## src/rtl/imm_extend_pipe.sv

```systemverilog
// Pipelined immediate extender: one registered output stage with
// valid/ready handshakes and an optional prefix word (IMMX_PREFIX_EN).
//
// Ports:
//   clk, rst      rising-edge clock, synchronous active-high reset
//   in_valid      input entry valid
//   in_ready      entry can be accepted this cycle
//   imm           raw immediate field (IMM_W bits)
//   sel           extend mode
//   is_prefix     entry is a prefix word (ignored without IMMX_PREFIX_EN)
//   flush         drop any held prefix
//   out_valid     out holds a valid operand
//   out_ready     consumer accepts out this cycle
//   out           extended operand (DATA_W bits)
//   out_err       operand came from a reserved sel code
//   pfx_pending   a prefix is held, waiting for an operand
//   pfx_overwrite one-cycle pulse: a held prefix was replaced
//
// Build option: define IMMX_PREFIX_EN to enable the prefix register.
// Without it, prefix entries are treated as plain operands.

module imm_extend_pipe #(
   parameter int DATA_W = 16,
   parameter int IMM_W  = 9,
   parameter int PFX_W  = 8
) (
   input  logic              clk,
   input  logic              rst,
   input  logic              in_valid,
   output logic              in_ready,
   input  logic [IMM_W-1:0]  imm,
   input  logic [2:0]        sel,
   input  logic              is_prefix,
   input  logic              flush,
   output logic              out_valid,
   input  logic              out_ready,
   output logic [DATA_W-1:0] out,
   output logic              out_err,
   output logic              pfx_pending,
   output logic              pfx_overwrite
);

   localparam int BW = PFX_W + 8;

   logic              accept;
   logic              pfx_entry;
   logic              use_pfx;
   logic [DATA_W-1:0] pfx_val;

   logic [DATA_W-1:0] sx_full;
   logic [DATA_W-1:0] sx8;
   logic [DATA_W-1:0] sx6;
   logic [DATA_W-1:0] zx_full;
   logic [DATA_W-1:0] zx8;
   logic [DATA_W-1:0] upper;

   logic [DATA_W-1:0] nxt_out;
   logic              nxt_err;

   assign in_ready = !out_valid || out_ready;
   assign accept   = in_valid && in_ready;

   assign sx_full = DATA_W'($signed(imm));
   assign sx8     = DATA_W'($signed(imm[7:0]));
   assign sx6     = DATA_W'($signed(imm[5:0]));
   assign zx_full = DATA_W'(imm);
   assign zx8     = DATA_W'(imm[7:0]);
   assign upper   = {imm[7:0], {(DATA_W-8){1'b0}}};

`ifdef IMMX_PREFIX_EN

   logic [PFX_W-1:0] pfx_q;
   logic [BW-1:0]    base;
   logic             base_zx;

   assign pfx_entry = is_prefix;

   // A flush in the same cycle makes the operand see no prefix.
   assign use_pfx = pfx_pending && !flush;

   assign base    = {pfx_q, imm[7:0]};
   assign base_zx = (sel == 3'b011) || (sel == 3'b100);
   assign pfx_val = base_zx ? DATA_W'(base)
                            : DATA_W'($signed(base));

   always_ff @(posedge clk) begin
      if (rst) begin
         pfx_q         <= '0;
         pfx_pending   <= 1'b0;
         pfx_overwrite <= 1'b0;
      end else begin
         pfx_overwrite <= 1'b0;
         if (flush) begin
            // Also drops a prefix arriving this cycle.
            pfx_q       <= '0;
            pfx_pending <= 1'b0;
         end else if (accept) begin
            if (is_prefix) begin
               pfx_q         <= imm[PFX_W-1:0];
               pfx_pending   <= 1'b1;
               pfx_overwrite <= pfx_pending;
            end else begin
               pfx_pending <= 1'b0;
            end
         end
      end
   end

`else

   logic unused_pfx;

   assign pfx_entry     = 1'b0;
   assign use_pfx       = 1'b0;
   assign pfx_val       = '0;
   assign pfx_pending   = 1'b0;
   assign pfx_overwrite = 1'b0;
   assign unused_pfx    = is_prefix ^ flush;

`endif

   always_comb begin
      nxt_out = '0;
      nxt_err = 1'b0;
      if (use_pfx) begin
         // Reserved codes still yield a signed operand here.
         nxt_out = pfx_val;
      end else begin
         case (sel)
            3'b000:  nxt_out = sx_full;
            3'b001:  nxt_out = sx8;
            3'b010:  nxt_out = sx6;
            3'b011:  nxt_out = zx_full;
            3'b100:  nxt_out = zx8;
            3'b101:  nxt_out = upper;
            default: nxt_err = 1'b1;
         endcase
      end
   end

   always_ff @(posedge clk) begin
      if (rst) begin
         out_valid <= 1'b0;
         out       <= '0;
         out_err   <= 1'b0;
      end else if (accept && !pfx_entry) begin
         out_valid <= 1'b1;
         out       <= nxt_out;
         out_err   <= nxt_err;
      end else if (out_ready) begin
         out_valid <= 1'b0;
      end
   end

endmodule

```

## config.mk

```make
export PLATFORM = sky130hd
export DESIGN_NAME = imm_extend_pipe
export DESIGN_NICKNAME = d
export VERILOG_FILES = /design/src/rtl/imm_extend_pipe.sv
export SDC_FILE = /design/constraint.sdc
export NUM_CORES = 1
export LEC_CHECK = 0
export CELL_PAD_IN_SITES_DETAIL_PLACEMENT = 1
export CELL_PAD_IN_SITES_GLOBAL_PLACEMENT = 1
export CORE_ASPECT_RATIO = 1.75
export CORE_UTILIZATION = 26
export DETAILED_ROUTE_END_ITERATION = 8
export GPL_TIMING_DRIVEN = 0
export PLACE_DENSITY_LB_ADDON = 0.15
export SYNTH_ARGS = -nofsm -noshare
export SYNTH_HDL_FRONTEND = slang
export SYNTH_SLANG_ARGS = --single-unit
```

## constraint.sdc

```tcl
create_clock -name clk -period 1 [get_ports clk]
set_input_delay 0.15 -clock clk [delete_from_list [all_inputs] [get_ports clk]]
set_output_delay 0.15 -clock clk [all_outputs]
set_load 0.02 [all_outputs]
```

# Word-level counts from Yosys, hierarchy flattened
# Index checks and enable logic that the tools add are counted.
totals:
  reg_bits: 18
  wordCells: 18
classes:
  n_eq_ne: 5
  n_mux: 4
  reduce_logical: 6
ops:
  columns: ["cell", "count"]
  rows:
  - ["16-bit case mux with 6 select lines", 1]
  - ["3-bit by 2-bit equality test with 1-bit output (second input constant)", 2]
  - ["3-bit equality test (second input constant)", 2]
  - ["6-bit OR reduction", 1]
  - ["3-bit by 1-bit equality test with 1-bit output (second input constant)", 1]
  - ["3-bit zero test", 1]
  - ["1-bit two-way mux", 3]
  - ["2-bit nonzero test", 1]
  - ["1-bit logical AND", 1]
  - ["1-bit zero test", 1]
  - ["1-bit logical OR", 1]

# Depth between registers and ports, before layout
depth:
  depth_word: 4
  ltp_mapped: 6
  ltp_nobuf: 4

# Least setup slack after synthesis
# OpenSTA, ideal clock, no wires.
synth_timing:
  kind: "reg-to-reg"
  startpoint: "reg out_valid"
  endpoint: "reg out[14]"
  arrival_ns: 1.155
  t_required_ns: 0.865
  slack_ns: -0.290
  path_stages_with_launch: 7
  path_buffers: 2
  synth_period_minus_slack_ns: 1.290
  path_cell_list: "dfxtp_1 nand2b_1 buf_6 and3_1 buf_4 a21oi_1 a311oi_2"
synth_between:
  elab_chain_cells: 3
synth_rtl:
  columns: ["element", "line_no", "source"]
  rows:
  - ["from (decl)", "35", "output logic out_valid,"]
  - ["from (signal assigned)", "143", "out_valid <= 1'b0;"]
  - ["from (signal assigned)", "147", "out_valid <= 1'b1;"]
  - ["from (signal assigned)", "151", "out_valid <= 1'b0;"]
  - ["1-bit zero test", "60", "assign in_ready = !out_valid || out_ready;"]
  - ["1-bit logical OR", "60", null]
  - ["named net in_ready", "30", "output logic in_ready,"]
  - ["1-bit logical AND", "61", "assign accept = in_valid && in_ready;"]
  - ["to (signal assigned)", "148", "out <= nxt_out;"]
  - ["to (decl)", "37", "output logic [DATA_W-1:0] out,"]
# The timed path passes the listed nets, and every way through them passes these cells.
# A chain may end at the register's enable or synchronous reset.

# Final worst setup path
layout_timing:
  startpoint: "reg out_valid"
  endpoint: "reg out[4]"
layout_between:
  elab_chain_cells: 3
layout_rtl:
  columns: ["element", "line_no"]
  rows:
  - ["1-bit zero test", "60"]
  - ["1-bit logical OR", "60"]
  - ["1-bit logical AND", "61"]
# Every way passes these cells.

==> impl_results.md <==
- Worst R2R Start: out_valid
- Area Growth Syn to Fin: 69.1%
- Cell row count: 27
- Root Driver: clkbuf_8
- Worst vdd ir: approximately 0.7 mV
- Overall routing resource usage: 17.6%
- First-pass GRT wire length: about 4.6 mm
- Final setup violation count: 18
- Post-DP HPWL: between 2 and 2.5 mm
- Yosys Warn Count: 0
- Final nets: 165
- Clk_lat worst skew: 0.25 ns
- Hold Vio Cnt, Final: 0
- Period minus WS final: 1.12 ns
- WS Path Type: reg -> reg
- CTS hold repair buffers: 0
- Vias in the first global route: 948
- Cell Int Power: approximately 1300 uW
- Hold endpoint: out[14]
- Clock-pin slew on the worst setup and hold paths: approximately 0.07 ns
- Setup TNS: -1.40 ns
- Mapped Cells: 100
- Share of post-route cells with drive strength above 1: 52.7%
- Setup WS pre-CTS: -0.657 ns
- Min-delay worst type: in -> reg
- FF+latch count, synth: 18
- PD cells: 1220 nW/um2
- Sw frac: 28.7%
- Seq pwr share: 41.6%
- Grt total ovfl: 0
- FILL cells: 380
- Dpl cells: 177
- Number of routed nets with antenna violations: 0
- Total detailed-routing wirelength: 3.07 mm
- Residual DRC: 0
- Worst EP arrival: 1.24 ns
- Diodes inserted: 0
- Maximum number of pins on one net before global-route repair: 11
- Worst Slack Setup Final: -0.122 ns
- Post-route insts no fill: 189
- Status: finished with violations
- Clock buffer count from CTS: 3
- Startpoint types: flip-flop
- Register area share after synthesis: 40.1%
- Max Root-Sink Buffers: 2
- Die Area: ~3700 um2
- Clock power frac: between 30% and 40%
- P_leak: 0.000616 uW
- GPL Wtd Cong: 0.717
- CTS tree: done
- Psw: 533 uW
- HP Start: rst
- Reg2reg end: out[4]
- Post-synth cell types: 29
- Period utilization: 112%
- Worst-case reg-to-reg path depth: 5
- CTS Sinks: 18
- Initial DRC count: 8
- DR vias: 943
- Worst endpoint required time: 1.12 ns
- Relative slew margins: 65.8%
- Worst Max-Slew Pin Slew: around 0.51 ns
- H-tree levels: 1
- Critical path peak fanout: 10
- Max-slew violations: 0
- Die H: 79.8 um
- Avg Cell Area, Syn: 8.98 um2
- Number of antenna violations at the first check in global routing: 0
- Unrepaired setup endpoints after global routing: yes
- Core area: 3210 um2
- Vias per Instance: roughly 5.0
- Cell Area, Synth: 898 um2
- Io pins: 39
- Starting density of the core: 28.0%
- Hold Crit Depth: 2
- Maximum Capacitance Violations: 0
- Logic gate share of total power: 26.6%
- First-pass iteration count of the detailed router: 3
- Buffers on Ports: 33
- Violated checks: negative setup slack
- Clock Skew: 0.00195 ns
- R2r setup slk: -0.12 ns
- Worst Setup End Kind: flip-flop
- Wire per inst: 16.2 um
- DIE WIDTH: 46.4 um
- Achievable frequency: 891 MHz
-- metal layers --
metal / track usage, % / part of all wire, % / vias to the layer above
met2: 31.5 / 56 / 22
met1: 19.6 / 39 / 458
met3: 1.36 / 2.7 / 6
met5: 0 / 0 / -
li1: - / - / 457
met4: 7.94 / 2.5 / 0
-- how the worst max path moves through the flow --
stage,startpoint,depth (start not counted),endpoint
detailed placement,sel[1],5,out[8]
finish,out_valid,5,out[4]
global placement,sel[1],5,out[8]
global route,out_valid,5,out[4]
floorplan,out_valid,6,out[0]
CTS,out_valid,6,out[10]
-- cell families (layout without fill, tap and decap cells) --
logic type | count (synthesis) | in the layout | share of synthesized area (%)
and+or+nand+nor | 30 | 31 | 20.1
other | 1 | 2 | 0.417
muxes | 1 | 1 | 1.11
DFF | 18 | 18 | 40.1
buffers and inverters | 13 | 57 | 10.4
AOI/OAI and AO/OA | 37 | 37 | 27.9
-- power groups by stage --
stage	Combinational [uW]	Sequential [uW]	Clock, uW
2_1_floorplan	200	824	0
3_3_place_gp	416	783	0
3_5_place_dp	426	785	0
4_1_cts	469	772	603
5_1_grt	528	778	629
6_report	495	774	591
-- worst max-delay path, stage by stage (launching register included) --
cell,delay [ns]
dfxtp_4,0.35
nand2b_4,0.13
nand2_8,0.10
buf_12,0.17
a22oi_2,0.18
nor2_1,0.06
-- stage by stage --
| step | cell area (um2) | util (%) | total power [uW] | hold slack (ns) |
|---|---|---|---|---|
| floorplan | 947 | - | 1020 | 0.269 |
| global route | 1520 | 47.3 | 1930 | 0.431 |
| detailed placement | 1330 | 41.5 | 1210 | 0.457 |
| global placement | 1330 | 41.5 | 1200 | 0.451 |
| finish | 1520 | 47.3 | 1860 | 0.388 |
| CTS | 1470 | 45.9 | 1840 | 0.426 |
-- state kept, by name, indices dropped and copies added (netlist names) --
signal	count
out	16
out_err	1
out_valid	1
-- what timing repair did --
item,CTS,global route
setup endpoints to repair,36,24
pin swaps,11,9
gates cloned,2,1
gates resized for setup,105,17
buffers inserted,4,4
-- cell usage in the layout (no fill, tap or decap), drive strengths merged --
cell type / n
and4b: 2
a22oi: 10
dlygate4sd2: 6
mux2i: 1
a21oi: 14
nor3: 2
o31ai: 1
a221oi: 1
clkdlybuf4s15: 3
nand4b: 1
nand2b: 2
o21ai: 3
nor3b: 2
nand2: 8
and3b: 1
buf: 35
dfxtp: 18
clkbuf: 6
nor2: 9
and3: 3
conb: 2
o32ai: 1
a311oi: 1
inv: 1
nand3b: 1
a211oi: 6
clkdlybuf4s50: 6
-- Yosys cell counts (all sizes together) --
cell type	count	area, um2
dfxtp	18	360
a21oi	14	70.1
a22oi	10	75.1
buf	10	82.6
nor2	9	36.3
nand2	8	45.0
a211oi	6	50.1
o21ai	3	15.0
and3	2	12.5
and4b	2	20.0
clkbuf	2	7.51
nand2b	2	12.5
nor3	2	10.0
nor3b	2	15.0
a221oi	1	8.76
a311oi	1	15.0
and3b	1	8.76
conb	1	3.75
inv	1	3.75
mux2i	1	10.0
nand3b	1	11.3
nand4b	1	8.76
o31ai	1	7.51
o32ai	1	8.76
-- cell type report --
class                           instances  area [um2]  share of cell area [%]
Multi-Input combinational cell         71         618                    40.7
Sequential cell                        18         368                    24.2
Timing Repair Buffer                   43         329                    21.7
Buffer                                  9        91.3                    6.01
Clock buffer                            4        55.1                    3.62
Tap cell                               43        53.8                    3.54
Inverter                                1        3.75                   0.247
Note: power is estimated with default switching activity, not from simulation.
